### config.mk
export PLATFORM = sky130hd
export DESIGN_NAME = yolo_wr_packer_flat
export DESIGN_NICKNAME = d
export VERILOG_FILES = /design/src/rtl/yolo_wr_pkg.sv /design/src/rtl/yolo_wr_packer_if.sv /design/src/rtl/yolo_wr_fifo.sv /design/src/rtl/yolo_wr_packer.sv /design/src/flat_wrapper.sv
export SDC_FILE = /design/constraint.sdc
export NUM_CORES = 1
export LEC_CHECK = 0
export ABC_AREA = 1
export BUFFER_PORTS_ARGS = -buffer_cell sky130_fd_sc_hd__buf_2
export CAP_MARGIN = 20
export CORE_ASPECT_RATIO = 2
export CORE_UTILIZATION = 50
export CTS_CLUSTER_SIZE = 24
export DETAILED_ROUTE_END_ITERATION = 6
export PLACE_DENSITY = 0.71
export SYNTH_ARGS = -nofsm -noshare
export SYNTH_HDL_FRONTEND = slang
export SYNTH_SLANG_ARGS = --single-unit
### constraint.sdc
create_clock -name clk -period 5.95 [get_ports clk]
set_input_delay 0.2975 -clock clk [delete_from_list [all_inputs] [get_ports clk]]
set_output_delay 0.2975 -clock clk [all_outputs]
set_load 0.1 [all_outputs]
### src/rtl/yolo_wr_pkg.sv
// Shared types and sizing for the YOLO write packer: FSM states,
// the beat entry carried through the FIFO, and derived widths.
package yolo_wr_pkg;

    localparam int DATA_W     = 32;
    localparam int PACK       = 2;
    localparam int ADDR_W     = 32;
    localparam int LEN_W      = 16;
    localparam int FIFO_DEPTH = 4;

    // Lane index width; a single-lane packer still needs a 1-bit counter.
    localparam int LANE_W = (PACK > 1) ? $clog2(PACK) : 1;
    localparam int PTR_W  = $clog2(FIFO_DEPTH);
    localparam int CNT_W  = PTR_W + 1;

    typedef enum logic [1:0] {
        ST_IDLE  = 2'd0,
        ST_RUN   = 2'd1,
        ST_FLUSH = 2'd2,
        ST_DONE  = 2'd3
    } state_t;

    typedef struct packed {
        logic [PACK*DATA_W-1:0] data;
        logic [PACK-1:0]        strb;
        logic [ADDR_W-1:0]      addr;
        logic                   last;
    } wr_entry_t;

endpackage

### src/rtl/yolo_wr_packer_if.sv
// Result-word input and addressed memory-write port of the packer.
// master: the packer side; slave: the producer/memory side.
interface yolo_wr_packer_if;
    import yolo_wr_pkg::*;

    logic                   in_valid;
    logic [DATA_W-1:0]      in_data;
    logic                   m_valid;
    logic                   m_ready;
    logic [ADDR_W-1:0]      m_addr;
    logic [PACK*DATA_W-1:0] m_data;
    logic [PACK-1:0]        m_strb;
    logic                   m_last;

    modport master (
        input  in_valid, in_data, m_ready,
        output m_valid, m_addr, m_data, m_strb, m_last
    );

    modport slave (
        output in_valid, in_data, m_ready,
        input  m_valid, m_addr, m_data, m_strb, m_last
    );

endinterface

### src/rtl/yolo_wr_fifo.sv
// Beat FIFO: circular buffer of entries, head presented straight from
// storage flops (zeroed while empty). A push into a full FIFO is only
// accepted when a pop happens on the same edge; otherwise it is dropped.
module yolo_wr_fifo
    import yolo_wr_pkg::*;
(
    input  logic             clk,
    input  logic             rst,
    input  logic             push,
    input  wr_entry_t        push_entry,
    input  logic             pop,
    output wr_entry_t        head,
    output logic             head_valid,
    output logic             full,
    output logic             drop,
    output logic [CNT_W-1:0] level
);

    wr_entry_t        mem [FIFO_DEPTH];
    logic [PTR_W-1:0] wr_ptr;
    logic [PTR_W-1:0] rd_ptr;
    logic             wr_en;
    logic             rd_en;

    assign head_valid = (level != '0);
    assign full       = (level == CNT_W'(FIFO_DEPTH));
    assign rd_en      = pop && head_valid;
    assign wr_en      = push && (!full || rd_en);
    assign drop       = push && full && !rd_en;
    assign head       = head_valid ? mem[rd_ptr] : '0;

    // Storage write.
    // NOTE: the data array has no reset; validity comes only from level, so
    // stale entries are never visible and the array can map to plain flops/RAM.
    always_ff @(posedge clk) begin
        if (wr_en) begin
            mem[wr_ptr] <= push_entry;
        end
    end

    // Pointer and occupancy tracking.
    // NOTE: sequential state uses non-blocking assignments only, so every
    // register in the design samples pre-edge values.
    always_ff @(posedge clk or negedge rst) begin
        if (!rst) begin
            wr_ptr <= '0;
            rd_ptr <= '0;
            level  <= '0;
        end else begin
            if (wr_en) begin
                wr_ptr <= wr_ptr + PTR_W'(1);
            end
            if (rd_en) begin
                rd_ptr <= rd_ptr + PTR_W'(1);
            end
            level <= level + CNT_W'(wr_en) - CNT_W'(rd_en);
        end
    end

endmodule

### src/rtl/yolo_wr_packer.sv
// Packs PACK result words from the YOLO conv/pool unit into one wide beat,
// buffers beats in a small FIFO and writes them to consecutive beat
// addresses. The producer cannot be stalled: beats that find the FIFO full
// are dropped and flagged in the sticky ovf bit.
module yolo_wr_packer
    import yolo_wr_pkg::*;
(
    input  logic              clk,
    input  logic              rst,
    input  logic              run,
    input  logic [ADDR_W-1:0] cfg_base,
    input  logic [LEN_W-1:0]  cfg_len,
    yolo_wr_packer_if.master  bus,
    output logic              busy,
    output logic              done,
    output logic              ovf
);

    state_t                 state;
    logic [ADDR_W-1:0]      base_q;
    logic [LEN_W-1:0]       len_q;
    logic [LEN_W-1:0]       word_cnt;
    logic [ADDR_W-1:0]      beat_cnt;
    logic [LANE_W-1:0]      lane_cnt;
    logic [PACK*DATA_W-1:0] pack_data;
    logic [PACK-1:0]        pack_strb;

    logic [PACK*DATA_W-1:0] next_data;
    logic [PACK-1:0]        next_strb;
    logic                   final_word;
    logic                   beat_full;
    logic                   push;
    logic                   pop;
    wr_entry_t              push_entry;
    wr_entry_t              head;
    logic                   head_valid;
    logic                   fifo_full;
    logic                   fifo_drop;
    logic [CNT_W-1:0]       fifo_level;

    // Beat under construction with the incoming word merged into its lane.
    // NOTE: every always_comb output gets a default first so no path leaves
    // it unassigned, which would infer a latch.
    always_comb begin
        next_data = pack_data;
        next_data[int'(lane_cnt)*DATA_W +: DATA_W] = bus.in_data;
        next_strb  = pack_strb | (PACK'(1) << lane_cnt);
        final_word = (word_cnt == len_q - LEN_W'(1));
        beat_full  = (lane_cnt == LANE_W'(PACK - 1));
        push       = (state == ST_RUN) && bus.in_valid && (beat_full || final_word);
        push_entry = '{data: next_data,
                       strb: next_strb,
                       addr: base_q + beat_cnt,
                       last: final_word};
    end

    assign pop = head_valid && bus.m_ready;

    yolo_wr_fifo u_fifo (
        .clk        (clk),
        .rst        (rst),
        .push       (push),
        .push_entry (push_entry),
        .pop        (pop),
        .head       (head),
        .head_valid (head_valid),
        .full       (fifo_full),
        .drop       (fifo_drop),
        .level      (fifo_level)
    );

    assign bus.m_valid = head_valid;
    assign bus.m_addr  = head.addr;
    assign bus.m_data  = head.data;
    assign bus.m_strb  = head.strb;
    assign bus.m_last  = head.last;

    // Run control FSM with packing counters and registered busy/done/ovf.
    always_ff @(posedge clk or negedge rst) begin
        if (!rst) begin
            state     <= ST_IDLE;
            base_q    <= '0;
            len_q     <= '0;
            word_cnt  <= '0;
            beat_cnt  <= '0;
            lane_cnt  <= '0;
            pack_data <= '0;
            pack_strb <= '0;
            busy      <= 1'b0;
            done      <= 1'b0;
            ovf       <= 1'b0;
        end else begin
            done <= 1'b0;
            case (state)
                ST_IDLE: begin
                    if (run) begin
                        base_q    <= cfg_base;
                        len_q     <= cfg_len;
                        word_cnt  <= '0;
                        beat_cnt  <= '0;
                        lane_cnt  <= '0;
                        pack_data <= '0;
                        pack_strb <= '0;
                        ovf       <= 1'b0;
                        if (cfg_len == '0) begin
                            state <= ST_DONE;
                            done  <= 1'b1;
                            busy  <= 1'b0;
                        end else begin
                            state <= ST_RUN;
                            busy  <= 1'b1;
                        end
                    end
                end
                ST_RUN: begin
                    if (bus.in_valid) begin
                        word_cnt <= word_cnt + LEN_W'(1);
                        if (beat_full || final_word) begin
                            pack_data <= '0;
                            pack_strb <= '0;
                            lane_cnt  <= '0;
                            beat_cnt  <= beat_cnt + ADDR_W'(1);
                        end else begin
                            pack_data <= next_data;
                            pack_strb <= next_strb;
                            lane_cnt  <= lane_cnt + LANE_W'(1);
                        end
                        if (fifo_drop) begin
                            ovf <= 1'b1;
                        end
                        if (final_word) begin
                            state <= ST_FLUSH;
                        end
                    end
                end
                ST_FLUSH: begin
                    // Leave as soon as the FIFO is (or is about to be) empty;
                    // a dropped final beat simply ends the run on drain.
                    if (!head_valid || (fifo_level == CNT_W'(1) && pop)) begin
                        state <= ST_DONE;
                        done  <= 1'b1;
                        busy  <= 1'b0;
                    end
                end
                ST_DONE: begin
                    state <= ST_IDLE;
                end
                default: begin
                    state <= ST_IDLE;
                end
            endcase
        end
    end

endmodule

### src/flat_wrapper.sv
// flat-port wrapper written by rule: the top's interface ports become plain ports
module yolo_wr_packer_flat import yolo_wr_pkg::*;
  (clk, rst, run, cfg_base, cfg_len, busy, done, ovf, bus_in_valid, bus_in_data, bus_m_ready, bus_m_valid, bus_m_addr, bus_m_data, bus_m_strb, bus_m_last);
  yolo_wr_packer_if bus_i ();
  input  logic clk;
  input  logic rst;
  input  logic run;
  input  logic [ADDR_W-1:0] cfg_base;
  input  logic [LEN_W-1:0] cfg_len;
  output logic busy;
  output logic done;
  output logic ovf;
  input wire logic [$bits(bus_i.in_valid)-1:0] bus_in_valid;
  input wire logic [$bits(bus_i.in_data)-1:0] bus_in_data;
  input wire logic [$bits(bus_i.m_ready)-1:0] bus_m_ready;
  output wire logic [$bits(bus_i.m_valid)-1:0] bus_m_valid;
  output wire logic [$bits(bus_i.m_addr)-1:0] bus_m_addr;
  output wire logic [$bits(bus_i.m_data)-1:0] bus_m_data;
  output wire logic [$bits(bus_i.m_strb)-1:0] bus_m_strb;
  output wire logic [$bits(bus_i.m_last)-1:0] bus_m_last;
  assign bus_i.in_valid = bus_in_valid;
  assign bus_i.in_data = bus_in_data;
  assign bus_i.m_ready = bus_m_ready;
  assign bus_m_valid = bus_i.m_valid;
  assign bus_m_addr = bus_i.m_addr;
  assign bus_m_data = bus_i.m_data;
  assign bus_m_strb = bus_i.m_strb;
  assign bus_m_last = bus_i.m_last;
  yolo_wr_packer u_core (.clk(clk), .rst(rst), .run(run), .cfg_base(cfg_base), .cfg_len(cfg_len), .bus(bus_i), .busy(busy), .done(done), .ovf(ovf));
endmodule
Word level (Yosys, flattened, before mapping):

Memories as Yosys holds them, arrays and structs flattened.
Index checks and enable logic that the tools add are counted.

* $add $sub $neg: 10
* $mul: 0
* div/mod/pow operators: 0
* order comparisons: 0
* equality and inequality tests: 12
* shifts and indexed selects: 3
* multiplexer cells: 40
* bitwise gates (word level): 1
* reductions and logical operators: 25

Operators by type and width (number)
* $mux 64: 3
* $pmux 64 s2: 1
* $mux 99: 1
* $mux 32: 3
* $bwmux 64: 1
* $pmux 32 s2: 1
* $shift 32x33->64 const A: 1
* $shiftx 32x33->64: 1
* $neg 6->33: 1
* $add 32x1->32 const B: 1
* $add 32x32->32: 1
* $mux 16: 2
* $pmux 16 s2: 1
* $add 16x1->16 const B: 1
* $eq 16x16->1: 1
* $logic_not 16->1: 1
* $mux 2: 8
* $sub 16x1->16 const B: 1
* $mux 1: 13
* $reduce_and 4->1: 3
* $logic_and 1x1->1: 8
* $pmux 1 s2: 4
* $pmux 2 s4: 1
* $ne 2x1->1 const B: 3
* 19 further kinds: 29

* register bits after elaboration: 175
* latch bits: 0
* memory bits (writable): 396
* bits in read-only memories: 0
* input port bits: 85
* memories kept: 1

Memories
* u_core.u_fifo.mem: depth 4, bits a word 99, read ports 1, clocked after Yosys merged registers in 0, wr ports 1, line yolo_wr_fifo.sv:19 `wr_entry_t mem [FIFO_DEPTH];`

Depth between registers and ports, before layout:

Gate-level depths: netlist of the first run.

* depth after elaboration: 9
* depth in mapped cells: 20
* gate-level depth less buffers: 20

By module:

Synthesis of the first run repeated with hierarchy kept, for this count alone.

* cell total of the unflattened synthesis: 3150
* area, all modules: 27993.1 um^2

By module, submodules not included
* yolo_wr_fifo: instances 1, cells an instance 1619, area an instance 17160.2 um^2, sequential area each 12066.6 um^2
* yolo_wr_packer: instances 1, cells an instance 1531, area an instance 10832.9 um^2, sequential area each 4204.0 um^2

Worst setup path before layout of the first run:

Ideal clock, no wire load.

* path type: register to register
* start: register u_core.len_q[0]
* end: memory u_core.u_fifo.mem[0][0] in the netlist's numbering, enable pin
* arrival: 5907 ps
* required time: 5392 ps
* slack: -515 ps
* cell stages (with the launch flop): 12
* buffers on the path: 0
* clock period less this slack: 6465 ps
* cells stage by stage: dfrtp_1 inv_1 ha_1 nand2_2 nor2_2 xor2_1 nand3_1 nor3_1 nand2_2 nand2_2 nand2_2 nor2_1

* longest elaborated chain between the ends: 7

Ends and longest elaborated chain
* from (decl): line yolo_wr_packer.sv:21 `logic [LEN_W-1:0] len_q;`
* from (signal assigned): line yolo_wr_packer.sv:98 `len_q <= cfg_len;`
* $sub 16x1->16: line yolo_wr_packer.sv:48 `final_word = (word_cnt == len_q - LEN_W'(1));`
* $eq 16x16->1: line yolo_wr_packer.sv:48
* $logic_or 1x1->1: line yolo_wr_packer.sv:50 `push = (state == ST_RUN) && bus.in_valid && (beat_full || final_word);`
* $logic_and 1x1->1: line yolo_wr_packer.sv:50
* $logic_and 1x1->1: line yolo_wr_fifo.sv:28 `assign wr_en = push && (!full || rd_en);`
* $mux 1: line yolo_wr_fifo.sv:36 `if (wr_en) begin`
* $mux 1 (not written as such): line yolo_wr_fifo.sv:37 `mem[wr_ptr] <= push_entry;`
* to (decl): line yolo_wr_fifo.sv:19

Every way passes these cells.

Worst setup path after layout of the first run:

* start: register u_core.u_fifo.rd_ptr[1]
* end: output port bus_m_data[17]

* longest elaborated chain between the ends: 2

Ends and longest elaborated chain
* from (decl): line yolo_wr_fifo.sv:21 `logic [PTR_W-1:0] rd_ptr;`
* from (signal assigned): line yolo_wr_fifo.sv:54 `rd_ptr <= rd_ptr + PTR_W'(1);`
* $mem_v2 4x99
* $mux 99: line yolo_wr_fifo.sv:30 `assign head = head_valid ? mem[rd_ptr] : '0;`
* to (decl): line flat_wrapper.sv:18 `output wire logic [$bits(bus_i.m_data)-1:0] bus_m_data;`

Every way passes these cells.

==> results of run 1 <==
==> cell type report <==
type                            instances  share of cell area [%]
Sequential cell                       571                    54.2
Multi-Input combinational cell       1833                    29.5
Timing Repair Buffer                  262                    5.75
Clock buffer                           58                    4.33
Tap cell                              660                    2.75
Inverter                              189                    2.39
Clock inverter                         31                   0.976
Antenna cell                            1                 0.00834
==> flip-flops by register name, summed over array words and instances (netlist names) <==
signal	cells
u_core.beat_cnt	32
u_core.beat_full	1
u_core.u_fifo.rd_ptr	2
u_core.base_q	32
u_core.u_fifo.level	3
u_core.u_fifo.mem	396
u_core.state	2
u_core.busy	1
u_core.pack_data	64
u_core.u_fifo.wr_ptr	2
u_core.done	1
u_core.pack_strb	2
u_core.ovf	1
u_core.len_q	16
u_core.word_cnt	16
==> cells in the mapped netlist (14+ instances only) <==
cell type | count | area share, %
nand4_1 | 30 | 0.71
xor2_1 | 56 | 1.9
o22ai_1 | 33 | 0.78
a21oi_1 | 139 | 2.6
o21ai_0 | 304 | 5.8
nor3_1 | 40 | 0.76
nor2_1 | 552 | 7.9
inv_1 | 183 | 2.6
nand3_1 | 98 | 1.9
nor2_2 | 14 | 0.33
nand2_1 | 441 | 6.3
xnor2_1 | 22 | 0.73
ha_1 | 43 | 2.0
clkbuf_1 | 91 | 1.3
dfrtp_1 | 175 | 17
edfxtp_1 | 396 | 45
buf_1 | 27 | 0.38
==> worst max-delay path by stage <==
stage | from | to | slack, ps | depth (start not counted)
2_1_floorplan | u_core.len_q[0] | u_core.u_fifo.mem[0][0] | -510 | 11
3_3_place_gp | u_core.state[1] | u_core.word_cnt[4] | 2150 | 10
3_5_place_dp | u_core.state[1] | u_core.word_cnt[4] | 2000 | 10
4_1_cts | u_core.u_fifo.rd_ptr[1] | bus_m_data[20] | 1740 | 6
5_1_grt | u_core.u_fifo.rd_ptr[1] | bus_m_data[30] | 1550 | 6
6_report | u_core.u_fifo.rd_ptr[1] | bus_m_data[17] | 1800 | 6
==> metrics by stage <==
| step | cell area (um2) | setup slack, ps | hold slack (ps) | std cells |
|---|---|---|---|---|
| finish | 30000 | 1800 | 28.0 | 3605 |
| global route | 30000 | 1550 | 33.9 | 3604 |
| CTS | 30000 | 1740 | 4.47 | 3603 |
| detailed placement | 27800 | 2000 | 396 | 3460 |
| global placement | 27800 | 2150 | 384 | 3460 |
| floorplan | 26400 | -515 | 1.91 | 2722 |
==> what timing repair did <==
| action | CTS | global route |
|---|---|---|
| endpoints found under the hold margin | 142 | 0 |
| hold buffers | 54 | 0 |
| resized for setup | 0 | 0 |
==> per-layer routing <==
layer	wire (um)	share of wire [%]	vias to the layer above
li1	-	-	9544
met1	25400	35	9718
met2	40100	55	677
met3	3400	4.7	171
met4	4150	5.7	4
met5	19	0.026	-
==> worst max-delay path, cell delays in order (launching register included) <==
cell	delay, ps
dfrtp_4	810
clkinv_2	930
buf_4	610
nor2_1	170
o21ai_0	100
a21oi_1	150
buf_2	460
==> cells by family after synthesis <==
group	after synthesis
AND/OR/NAND/NOR	1201
adder cells (fa/ha/maj)	45
AO/OA/AOI/OAI	509
XOR/XNOR	78
flip-flops	571
buffers and inverters	318
==> flow_summary.ini, run 1 <==
[clocking]
cts_tree = done
cts_buffers = 48
clockRootBuffer = clkbuf_16
cts_sinks = 571
cts_setup_buffers = 0
clockBufferDepth = 3
clk_pin_slew_ps = 70
htree_levels = 2
clk_latency_ps = 590

[layout]
layout_commonest_cell = nor2_1
register_area_um2 = 16300
nets = 3035
mostFrequentLayoutCells = nor2_1, nand2_1, edfxtp_1, o21ai_0, buf_2
multiInputGateArea_um2 = 8870
drive_gt1_share_pct = 10.8
final_util_pct = 57.7
fill_cells = 4429
syn_to_final_growth_pct = 13.9

[synthesis]
ys.flop_type = edfxtp_1
ys_seq_elements = 571
synthSimpleGateAreaFrac_pct = 18.6
synth-async-reset-ratio_pct = 30.6
syn-num-nets = 2852
synth_area_um2 = 26400
yosysWarnings = 0
synth_compound_area_share_pct = 10.1
yosysSeqAreaShare_pct = 61.7
syn_inst = 2722
synth_xor_area_share_pct = 2.59
synth_area_per_cell_um2 = 9.68
synth_top_family_by_area = simple AND/OR/NAND/NOR gates
synthAdderAreaFrac_pct = 2.19
muxShareOfSynthArea_pct = 0
synth_edf_count = 396
synth.distinct_cells = 45

[placement]
place_congestion = 0.999
place.port_buffers = 187
dp_hpwl_um = 48400

[global_routing]
grt_pass1_vias = 20100
gr-total-overflow = 0
met3_usage_pct = 3.12
grt_pass1_wl_um = 111000
top_usage_layer = met2
grt_max_degree = 155
antenna_found_initial = 2
grtUsageMet2_pct = 52.5
grt_use_total_pct = 27.4
met1_usage_pct = 28.0

[hold_path]
min_from = bus_in_data[4]
min_to = u_core.pack_data[4]
hp-class = primary input to register
min_path_cells = 3

[worst_setup_path]
cp.arrival_ps = 3860
r2r-start = u_core.len_q[0]
required_ps = 5650
rr_endpoint = u_core.u_fifo.level[2]
critPathMaxFanout = 56
reg2reg_depth = 16
cp-end-kind = output pin
worstSetupPathType = register to output pin
r2r_slack_ps = 2250
start_kind = register

[sta]
max_slew_margin_pct = 26.7
setup_tns_ps = 0
fmax_mhz = 241
finalHoldViolCount = 0
setup_viol_count_final = 0
fin_crit_sh_pct = 69.8
worstMarginPinSlew_ps = 1100
fin_crit_ps = 4150
final_max_slew_viol_count = 0
worst_clock_skew_ps = 18.5
rsz0062_at_grt = false

[floorplanning]
start_util_pct = 50.7
io_pins = 188
coreArea_um2 = 52000
die_h_um = 327
die_w_um = 164
std_cell_rows = 118
dieArea_um2 = 53700

[run_status]
failed_checks = DRC
status = complete, but fails checks

[routing]
totalWireLength_um = 73100
vias = 20100
drt-vias-per-instance = 5.58
drtPass1Iterations = 7
drtIter0Drc = 1795
drc = 1
antenna_left = 0
wl_per_cell_um = 20.3

[run]
maxCapViolCount = 0
Power of run 1 is not shown: default switching activity piles up to over one toggle a cycle in this logic, so the estimate is an artifact.
==> run 2: changes to the inputs <==
Settings changed: PLACE_DENSITY 0.71 to 0.68.
Clock period 5.95 ns to 4.1 ns, I/O delays scaled along.
==> flow_summary.ini, run 2 (same netlist as run 1, synthesis figures left out) <==
[run_status]
status = completed

[worst_setup_path]
worstSetupPathType = register to register
rr_endpoint = u_core.u_fifo.mem[3][53]
critPathMaxFanout = 23
r2r_slack_ps = 420
start_kind = register
cp-end-kind = register
r2r-start = u_core.len_q[0]
required_ps = 4380
cp.arrival_ps = 3960
reg2reg_depth = 12

[floorplanning]
start_util_pct = 50.7
die_w_um = 164
std_cell_rows = 118
dieArea_um2 = 53700
coreArea_um2 = 52000
die_h_um = 327
io_pins = 188

[layout]
drive_gt1_share_pct = 11.4
nets = 3076
largest_register_ffs = 396
syn_to_final_growth_pct = 16.3
fill_cells = 4484
layout_commonest_cell = nor2_1
register_area_um2 = 16300
regMostFlops = u_core.u_fifo.mem
top_regs = u_core.u_fifo.mem: 396 flops, u_core.pack_data: 64 flops
mostFrequentLayoutCells = nor2_1, nand2_1, edfxtp_1, o21ai_0, buf_2
multiInputGateArea_um2 = 8870

[global_routing]
grt_pass1_vias = 20300
grt_use_total_pct = 27.8
antenna_found_initial = 4
grt_pass1_wl_um = 113000
grt_max_degree = 121
gr-total-overflow = 0

[sta]
final_max_slew_viol_count = 0
max_slew_margin_pct = 37.3
setup_viol_count_final = 0
fin_crit_ps = 3680
worst_clock_skew_ps = 13.2
worstMarginPinSlew_ps = 941
fmax_mhz = 272
fin_crit_sh_pct = 89.6
finalHoldViolCount = 0
rsz0062_at_grt = false
setup_tns_ps = 0

[clocking]
cts_tree = done
cts_setup_buffers = 0
clk_latency_ps = 590
clockBufferDepth = 3
cts_hold_repair.buffers = 80
clockRootBuffer = clkbuf_16
clk_pin_slew_ps = 70
cts_sinks = 571
cts_buffers = 48
ctsResizeCount = 0
htree_levels = 2

[hold_path]
min_from = run
min_to = u_core.done
hp-class = primary input to register
min_path_cells = 3

[run]
maxCapViolCount = 0

[placement]
dp_hpwl_um = 49600
place_congestion = 0.950
place.port_buffers = 187

[routing]
wl_per_cell_um = 20.1
vias = 20100
drt-vias-per-instance = 5.51
totalWireLength_um = 73200
drtIter0Drc = 1580
antenna_left = 0
drtPass1Iterations = 5
drc = 0
## run 2: cell count changes in the layout (fill, tap and decap cells not counted), moves of 2 or more
cell	previous run	this run
clkinv_1	14	5
clkbuf_1	5	9
buf_12	5	18
dlygate4sd3_1	54	80
bufinv_16	5	9
inv_6	4	6
buf_4	15	18
## run 2: per-stage QoR
stage          setup slack [ps]  cell area [um2]  instances  utilization [%]  hold slack (ps)
5_1_grt                     255            30600       3647             59.0             27.7
4_1_cts                     429            30600       3646             59.0             8.45
3_5_place_dp                456            28100       3476             54.1              291
6_report                    424            30600       3647             59.0             28.7
2_1_floorplan              -716            26400       2722                -            -90.6
3_3_place_gp                557            28100       3476             54.1              278
## run 2: worst max-delay path: stages (launching register included)
cell	delay (ps)
dfrtp_1	410
inv_1	180
ha_1	250
nand2_2	140
nor2_2	250
xor2_1	220
nand3_1	100
nor3_1	300
nand2_2	160
nand2_2	190
nand2_2	220
nor2_4	640
buf_12	270
## run 2: area by class of cell
class / count / share of cell area [%]
diodes: 1 / 0.00817
clock inverters: 27 / 1.25
multi-input cells: 1833 / 28.9
clock buffers: 63 / 4.34
repair buffers: 303 / 7.30
flip-flops and latches: 571 / 53.1
well taps: 660 / 2.69
inverters: 189 / 2.34
## run 2: worst max-delay path by stage
stage,start,end
finish,u_core.len_q[0],u_core.u_fifo.mem[3][53]
global route,u_core.len_q[0],u_core.u_fifo.mem[3][53]
global placement,u_core.len_q[0],u_core.u_fifo.mem[3][39]
detailed placement,u_core.len_q[0],u_core.u_fifo.mem[3][39]
CTS,u_core.len_q[0],u_core.u_fifo.mem[3][53]
floorplan,u_core.len_q[0],u_core.u_fifo.mem[0][0]
## run 2: metal layers
| layer | track usage (%) | vias up | routed length [um] |
|---|---|---|---|
| met5 | 0 | - | 28 |
| met1 | 29.8 | 9696 | 25800 |
| met2 | 52.4 | 605 | 40300 |
| met4 | 13.9 | 4 | 3780 |
| li1 | - | 9627 | - |
| met3 | 3.31 | 166 | 3300 |
Power of run 2 is left out for the same reason.
==> run 3: changes to the inputs <==
Clock period 4.1 ns to 3.9 ns, I/O delays scaled along.
==> flow_summary.ini, run 3 (same netlist as run 1, synthesis figures left out) <==
[clocking]
clk_latency_ps = 590
cts_sinks = 571
clk_pin_slew_ps = 70
cts_hold_repair.buffers = 81
cts_setup_buffers = 0
htree_levels = 2
ctsResizeCount = 0
clockRootBuffer = clkbuf_16
cts_tree = done
clockBufferDepth = 3
cts_buffers = 48

[floorplanning]
die_w_um = 164
dieArea_um2 = 53700
std_cell_rows = 118
start_util_pct = 50.7
io_pins = 188
die_h_um = 327
coreArea_um2 = 52000

[sta]
setup_viol_count_final = 0
fmax_mhz = 281
fin_crit_sh_pct = 91.2
fin_crit_ps = 3560
final_max_slew_viol_count = 0
worst_clock_skew_ps = 16.5
rsz0062_at_grt = false
max_slew_margin_pct = 42.4
worstMarginPinSlew_ps = 854
finalHoldViolCount = 0

[global_routing]
grt_max_degree = 102
gr-total-overflow = 0
grt_use_total_pct = 27.9
antenna_found_initial = 3
grt_pass1_vias = 20400
grt_pass1_wl_um = 113000

[placement]
dp_hpwl_um = 49800
placed_area_um2 = 28100
placed_cells = 3475
place_congestion = 0.949
place.port_buffers = 187

[routing]
wl_per_cell_um = 20.2
vias = 20100
totalWireLength_um = 73700
drtIter0Drc = 1395
drc = 0
antenna_left = 0
drtPass1Iterations = 6
drt-vias-per-instance = 5.52

[layout]
layout_commonest_cell = nor2_1
final_area_um2 = 30600
fin_cells = 3647
largest_register_ffs = 396
drive_gt1_share_pct = 11.4
top_regs = u_core.u_fifo.mem: 396 flops, u_core.pack_data: 64 flops
regMostFlops = u_core.u_fifo.mem
mostFrequentLayoutCells = nor2_1, nand2_1, edfxtp_1, o21ai_0, buf_2
nets = 3076
syn_to_final_growth_pct = 16.0

[worst_setup_path]
critPathMaxFanout = 9
startpoint = u_core.len_q[0]
cp-end-kind = register
crit_slowest_cell = fa_1
worstSetupPathType = register to register
start_kind = register
path_cells = inv_1 > ha_1 > nand2_2 > nor2_2 > xor2_1 > nand3_1 > nor3_1 > nand2_2 > nand2_2 > nand2_2 > ha_1 > inv_1 > ha_1 > inv_1 > fa_1 > inv_1
r2r-start = u_core.len_q[0]
required_ps = 4380
crit_path_max_incr_delay_ps = 490
cp.arrival_ps = 4030

[run_status]
status = completed

[run]
maxCapViolCount = 0

[hold_path]
min_from = run
hp-class = primary input to register
-- run 3: cell types whose count changed in the layout (fill, tap and decap cells not counted), sizes merged --
cell / delta
clkbuf: -5
clkinvlp: +5
clkinv: +3
bufinv: -2
buf: -1
dlygate4sd3: +1
inv: -1
-- run 3: critical path: cells and delay by family (launching register included) --
family | cells | cell delay (ps)
XOR/XNOR | 1 | 210
adder cells (fa/ha/maj) | 4 | 1200
buffers and inverters | 4 | 320
flip-flops | 1 | 410
AND/OR/NAND/NOR | 7 | 1300
-- run 3: routing by layer --
metal | up-vias | part of all wire (%) | global-route usage, %
met5 | - | 0.030 | 0
met4 | 4 | 5.6 | 15.3
met3 | 181 | 4.6 | 3.01
met2 | 608 | 54 | 52.8
met1 | 9709 | 35 | 29.3
li1 | 9613 | - | -
-- run 3: final timing paths --
check                                          to  slack [ps]  cells after the start
setup / recovery           u_core.u_fifo.level[1]         340                     16
min in group asynchronous       u_core.base_q[21]         230                      2
hold / removal                        u_core.done          20                      3
max in group asynchronous         u_core.len_q[2]        2800                      3
hold reg to reg                       u_core.busy         490                      2
setup reg to reg           u_core.u_fifo.level[1]         340                     16
-- run 3: area by class of cell --
| class | count | area (um2) |
|---|---|---|
| multi-input combinational | 1833 | 8870 |
| antenna | 1 | 2.50 |
| inverter | 189 | 718 |
| timing repair buffer | 303 | 2190 |
| sequential | 571 | 16300 |
| fill | 4463 | 21400 |
| tap | 660 | 826 |
| clock inverter | 32 | 359 |
| clock buffer | 58 | 1320 |
-- run 3: through the flow --
stage          utilization (%)  setup WS, ps  hold WS, ps  setup TNS, ps
5_1_grt                   58.8          86.8         9.43              0
3_3_place_gp              54.0           369          302              0
3_5_place_dp              54.0           299          305              0
2_1_floorplan                -          -916         -101        -362920
6_report                  58.8           343         17.8              0
4_1_cts                   58.8           267       0.0738              0
Power of run 3 is left out for the same reason.
